### src/rtl/alu_mem_sequencer.sv
// Burst controller for the 8-bit ALU + 64-entry memory datapath.
// WRITE bursts push ALU results into consecutive addresses; READ bursts stream stored bytes out.
module alu_mem_sequencer #(
  parameter int DATA_W = 8,
  parameter int ADDR_W = 6,
  parameter int DEPTH  = 64
) (
  input  logic              clk,
  input  logic              rst_n,
  input  logic              cmd_valid,
  output logic              cmd_ready,
  input  logic              cmd_write,
  input  logic [2:0]        cmd_sel,
  input  logic [ADDR_W-1:0] cmd_base,
  input  logic [ADDR_W:0]   cmd_len,
  input  logic              in_valid,
  output logic              in_ready,
  input  logic [DATA_W-1:0] in_a,
  input  logic [DATA_W-1:0] in_b,
  output logic              out_valid,
  input  logic              out_ready,
  output logic [DATA_W-1:0] out_data,
  output logic [DATA_W-1:0] dp_a,
  output logic [DATA_W-1:0] dp_b,
  output logic [2:0]        dp_sel,
  output logic              dp_en,
  output logic [ADDR_W-1:0] dp_addr,
  input  logic [DATA_W-1:0] dp_rdata,
  input  logic              dp_zero,
  output logic              busy,
  output logic              done,
  output logic [ADDR_W:0]   zero_count
);

  localparam logic [ADDR_W:0] DepthVal = (ADDR_W + 1)'(DEPTH);

  typedef enum logic [2:0] {IDLE, WR, RD_ADDR, RD_CAP, RD_HOLD, FIN} stateT;

  stateT state, nextState;

  logic [2:0]        selReg;
  logic [ADDR_W-1:0] baseReg;
  logic [ADDR_W:0]   lenReg;
  logic [ADDR_W:0]   beatIdx;
  logic [ADDR_W:0]   lenClamped;
  logic [ADDR_W:0]   zeroCount;
  logic [DATA_W-1:0] outData;
  logic              outValid;
  logic              lastBeat;

  assign lenClamped = (cmd_len > DepthVal) ? DepthVal : cmd_len;
  assign lastBeat   = (beatIdx == (lenReg - 1'b1));
  // Address arithmetic truncates to ADDR_W bits, giving the required wrap-around.
  assign dp_addr    = baseReg + beatIdx[ADDR_W-1:0];

  assign busy       = (state != IDLE);
  assign out_valid  = outValid;
  assign out_data   = outData;
  assign zero_count = zeroCount;

  always_ff @(posedge clk) begin
    if (!rst_n) begin
      state <= IDLE;
    end else begin
      state <= nextState;
    end
  end

  always_comb begin
    nextState = state;
    cmd_ready = 1'b0;
    in_ready  = 1'b0;
    dp_en     = 1'b0;
    dp_a      = '0;
    dp_b      = '0;
    dp_sel    = '0;
    done      = 1'b0;
    case (state)
      IDLE: begin
        cmd_ready = 1'b1;
        if (cmd_valid) begin
          if (lenClamped == '0) begin
            nextState = FIN;
          end else if (cmd_write) begin
            nextState = WR;
          end else begin
            nextState = RD_ADDR;
          end
        end
      end
      WR: begin
        in_ready = 1'b1;
        dp_a     = in_a;
        dp_b     = in_b;
        dp_sel   = selReg;
        dp_en    = in_valid;
        if (in_valid && lastBeat) begin
          nextState = FIN;
        end
      end
      RD_ADDR: nextState = RD_CAP;
      RD_CAP:  nextState = RD_HOLD;
      RD_HOLD: begin
        if (out_ready) begin
          nextState = lastBeat ? FIN : RD_ADDR;
        end
      end
      FIN: begin
        done      = 1'b1;
        nextState = IDLE;
      end
      default: nextState = IDLE;
    endcase
  end

  // Command latch, beat counter, zero tally and the read output register.
  always_ff @(posedge clk) begin
    if (!rst_n) begin
      selReg    <= '0;
      baseReg   <= '0;
      lenReg    <= '0;
      beatIdx   <= '0;
      zeroCount <= '0;
      outData   <= '0;
      outValid  <= 1'b0;
    end else begin
      case (state)
        IDLE: begin
          if (cmd_valid) begin
            selReg  <= cmd_sel;
            baseReg <= cmd_base;
            lenReg  <= lenClamped;
            beatIdx <= '0;
            if (cmd_write && (lenClamped != '0)) begin
              zeroCount <= '0;
            end
          end
        end
        WR: begin
          if (in_valid) begin
            beatIdx <= beatIdx + 1'b1;
            if (dp_zero) begin
              zeroCount <= zeroCount + 1'b1;
            end
          end
        end
        RD_CAP: begin
          outData  <= dp_rdata;
          outValid <= 1'b1;
        end
        RD_HOLD: begin
          if (out_ready) begin
            outValid <= 1'b0;
            beatIdx  <= beatIdx + 1'b1;
          end
        end
        default: begin
        end
      endcase
    end
  end

endmodule

### config.mk
export PLATFORM = sky130hd
export DESIGN_NAME = alu_mem_sequencer
export DESIGN_NICKNAME = d
export VERILOG_FILES = /design/src/rtl/alu_mem_sequencer.sv
export SDC_FILE = /design/constraint.sdc
export NUM_CORES = 1
export LEC_CHECK = 0
export ABC_AREA = 0
export CAP_MARGIN = 20
export CORE_MARGIN = 2
export CORE_UTILIZATION = 48
export CTS_BUF_LIST = sky130_fd_sc_hd__clkbuf_4 sky130_fd_sc_hd__clkbuf_8 sky130_fd_sc_hd__clkbuf_16
export CTS_CLUSTER_SIZE = 24
export DETAILED_ROUTE_END_ITERATION = 6
export GPL_TIMING_DRIVEN = 0
export PLACE_DENSITY = 0.85
export SLEW_MARGIN = 15
export SYNTH_ARGS = -nofsm -noshare
export SYNTH_HDL_FRONTEND = slang
export SYNTH_SLANG_ARGS = --single-unit
### constraint.sdc
create_clock -name clk -period 3.3 [get_ports clk]
set_input_delay 0.33 -clock clk [delete_from_list [all_inputs] [get_ports clk]]
set_output_delay 0.33 -clock clk [all_outputs]
set_load 0.01 [all_outputs]
# After elaboration in Yosys (flattened, before gate mapping)
# Cells that the tools add are included.
# word_totals
out_inout_bits	46
inputBits	47
regBits	42
word_cells	65
# op_classes
n_eq_ne	12
reduce_logical	14
order_cmp	1
n_addsub	4
muxes	26
# ops
operator	count
$mux 7	8
$pmux 7 s3	1
$mux 3	6
$mux 8	2
$pmux 3 s5	1
$add 7x1->7 const B	2
$pmux 7 s2	1
$ne 2x2->1 const B	6
$eq 7x7->1	1
$gt 7x7->1 const B	1
$logic_not 7->1	1
$reduce_bool 7->1	1
$sub 7x1->7 const B	1
$add 6x6->6	1
$eq 3x2->1 const B	2
$eq 3x3->1 const B	2
$reduce_bool 3->1	2
$mux 1	5
$reduce_and 5->1	1
$reduce_and 2->1	2
$reduce_and 4->1	1
$reduce_bool 2->1	2
$eq 3x1->1 const B	1
$logic_not 3->1	1
4 further kinds	5

# Depth between registers and ports, before layout
# logic_depth
word_depth	7
ltp_mapped	7
mapped_depth_nobuf	7

# Worst setup path before layout
# No wires, ideal clock.
# synth_path
path_kind	reg2out
startpoint	register beatIdx[0]
endpoint	output port dp_addr[4]
setup_slack_ns	1.506
stages_incl_launch_ff	8
required_ns	2.970
arrival_ns	1.464
n_path_buf	0
path_cell_list	dfxtp_1 ha_1 inv_1 fa_1 inv_1 a21o_1 a21oi_1 xnor2_1
# synth_via
elab_chain_len	1
# synth_rtl
element	line_no	rtl
start: declaration	44	logic [ADDR_W:0] beatIdx;
start signal: assignment	141	beatIdx <= beatIdx + 1'b1;
start signal: assignment	154	beatIdx <= beatIdx + 1'b1;
$add 6x6->6	54	assign dp_addr = baseReg + beatIdx[ADDR_W-1:0];
end: declaration	27	output logic [ADDR_W-1:0] dp_addr,
# No other way between the ends.

# Worst setup path after layout
# layout_path
startpoint	register beatIdx[1]
endpoint	output port dp_addr[5]
# The elaborated chain is that of the path after synthesis.

==> results.cfg <==
[timing]
max_freq_ghz = 0.361
period_needed_ns = 2.77
worstMarginPinSlew_ns = 0.645
period_share = 0.840
rsz0062_at_grt = false
slew_violations = 0
whs_ns = 0.366
setup-tns-final_ns = 0
hold_viol = 0
slew-limit-headroom = 0.568
setup_viol = 0
skew_ns = 0.00121

[critical_path]
worstPathRequired_ns = 2.97
worst_path_most_repeated_cell = a21oi_1
crit_fanout = 7
slowest_delay_ns = 0.55
reg2reg_to = state[2]
worstSetupPathType = flop to primary output
cpMaxStageDelayCell = clkdlybuf4s50_1
r2r_slack_ns = 1.44
cp-end-kind = primary output
path_cells = ha_1 > a21o_1 > a21oi_1 > o21bai_1 > a21oi_1 > xnor2_1 > clkdlybuf4s50_1
rr_worst_depth = 6
crit_path_start_kind = flop
r2r_start = lenReg[0]
cp.arrival_ns = 2.44

[pwr]
switching_power_w = 0.000382
p_seq_frac = 0.426
powerDensity_nw_per_um2 = 366
clockPowerShare = 0.268
p_leak_nw = 1.33
switching_share = 0.294
peakVddDrop_mv = 0.266
p_int_w = 0.000916
share_comb_of_total_power = 0.307

[min_path]
hold_path_startpoint = cmd_len[6]
hold_path_depth = 3
min_path_type = input pin to flop
hold_end = lenReg[6]

[logic_synthesis]
synth_most_common_cell = dfxtp_1
ys.flop_type = dfxtp_1
yosys-top-cells-count = dfxtp_1 (42), nand2_1 (41), nand3_1 (21)
yosysTopAreaCellShare = 0.343
syn_nets = 358
yosysSeqAreaShare = 0.343
ys_types = 53
synth_cells = 302
ys_ff_latch = 42
synth_edf_count = 0
yosys.area.top_type = dfxtp_1
async_reset_ff_frac = 0
synthesis.area_um2 = 2450
synthTopCellsByArea = dfxtp_1 (34%), nand2_1 (6.3%), xnor2_1 (5.4%)
yosysWarnings = 0
synth_area_per_cell_um2 = 8.12

[routing]
via_count = 2418
drtAntennaViolNets = 0
wl_mm = 6.21
dr_wl_met2_mm = 3.20
drt-wirelength-per-cell_um = 13.2
via_per_inst = 5.13
wl_met1_mm = 2.58
drt_pass1_iterations = 4
top_layer_used = met4
drc_errors = 0
dr_wl_met3_um = 357
drtIter0Drc = 116

[final_layout]
drive_above_1_share = 0.0524
syn2layout_area_growth_pct = 44.6
final_area_um2 = 3540
diodes = 0
fin_nets = 456
utilization = 0.708

[clock_network]
post_cts_resized = 0
clock_sinks = 42
numCtsBuffers = 5
clock_latency_ns = 0.29
cts-root-buf = clkbuf_8
cts.clk_slew.worst_paths_ns = 0.08
cts_setup_buffers = 0
clockBufferDepth = 2
cts_tree = built
h-tree-depth = 2
cts_hold_buf = 0

[grt]
overflow = 0
grtUsageTotal = 0.223
grt_pass1_wl_mm = 9.78
antenna_found_initial = 0
grt_pass1_vias = 2136
grt_start_max_net_pins = 13

[die]
initial_core_util = 0.489
rows = 26
io_pins = 93
core_area_um2 = 5010
die_area_um2 = 5690
fp.dieH_um = 75.5
die_x_um = 75.5

[flow_run]
drv_cap = 0

[placement]
dpl.hpwl_mm = 4.86
portBuffers = 91
post_dp_cell_area_um2 = 3450
gp_congestion = 0.879

[run_status]
status = finished clean
kinds of logic after synthesis:
logic type	Yosys count	share of synthesized area
AO/OA/AOI/OAI	63	0.179
XOR/XNOR	24	0.0858
adder cells (fa/ha/maj)	9	0.0490
buffers and inverters	26	0.0449
flip-flops	42	0.343
multiplexers	2	0.00817
AND/OR/NAND/NOR	136	0.290
power by group through the flow:
stage / sequential (W) / combinational [W] / clock [W]
after floorplan: 0.000561 / 0.000218 / 0
after detailed placement: 0.000565 / 0.000396 / 0
after CTS: 0.000553 / 0.000399 / 0.000356
final: 0.000553 / 0.000398 / 0.000347
after global routing: 0.000557 / 0.000437 / 0.000379
after global placement: 0.000564 / 0.000389 / 0
sequential cells by signal, indices dropped and copies added (netlist names):
signal,cells
zero_count,7
state,3
out_valid,1
baseReg,6
out_data,8
lenReg,7
selReg,3
beatIdx,7
worst max path at each step:
stage                          start          to  slack (ns)  depth (start not counted)
after floorplan           beatIdx[0]  dp_addr[4]        1.51                          7
after global placement    beatIdx[1]  dp_addr[5]        0.92                          7
after detailed placement  beatIdx[1]  dp_addr[5]        0.85                          7
after CTS                 beatIdx[1]  dp_addr[5]        0.51                          7
after global routing      beatIdx[1]  dp_addr[5]        0.35                          7
final                     beatIdx[1]  dp_addr[5]        0.53                          7
stage by stage:
stage                     setup WS, ns  total power [W]  cells
after detailed placement         0.847         0.000961    463
after floorplan                   1.51         0.000779    302
after global placement           0.919         0.000953    463
after global routing             0.351          0.00137    471
after CTS                        0.514          0.00131    471
final                            0.528          0.00130    471
layout make-up:
type | instances | area, um^2
fillers | 420 | 1470
clock buffers | 7 | 90.1
flip-flops and latches | 42 | 841
plain buffers | 15 | 68.8
clock inverters | 1 | 5.00
repair buffers | 91 | 911
inverters | 11 | 41.3
multi-input cells | 234 | 1500
well taps | 70 | 87.6
worst max-delay path: cells and delay by family (launching register included):
family                     cells  cell delay, ns
xor gates and xnor gates       1            0.14
buffers and inverters          1            0.55
AOI/OAI and AO/OA              4            0.71
DFF                            1            0.47
adders and majority gates      1            0.29
layer usage:
metal	GRT usage	vias up
li1	-	1232
met1	0.278	1110
met2	0.390	64
met3	0.0529	12
met4	0.0546	0
met5	0	-
cell usage in the layout, fill, tap and decap left out, types with 8 or more instances in the layout:
| cell | Yosys | routed |
|---|---|---|
| nor2b_1 | 8 | 8 |
| dfxtp_1 | 42 | 42 |
| clkbuf_1 | 9 | 9 |
| a21boi_1 | 15 | 15 |
| xnor2_1 | 15 | 15 |
| clkdlybuf4s50_1 | 0 | 91 |
| ha_1 | 8 | 8 |
| nand2_1 | 41 | 41 |
| inv_1 | 9 | 9 |
| and2_1 | 20 | 20 |
| xor2_1 | 9 | 9 |
| nor2_1 | 18 | 18 |
| nand3_1 | 21 | 21 |
| a21oi_1 | 19 | 19 |
Note: power is estimated with default switching activity, not from simulation.
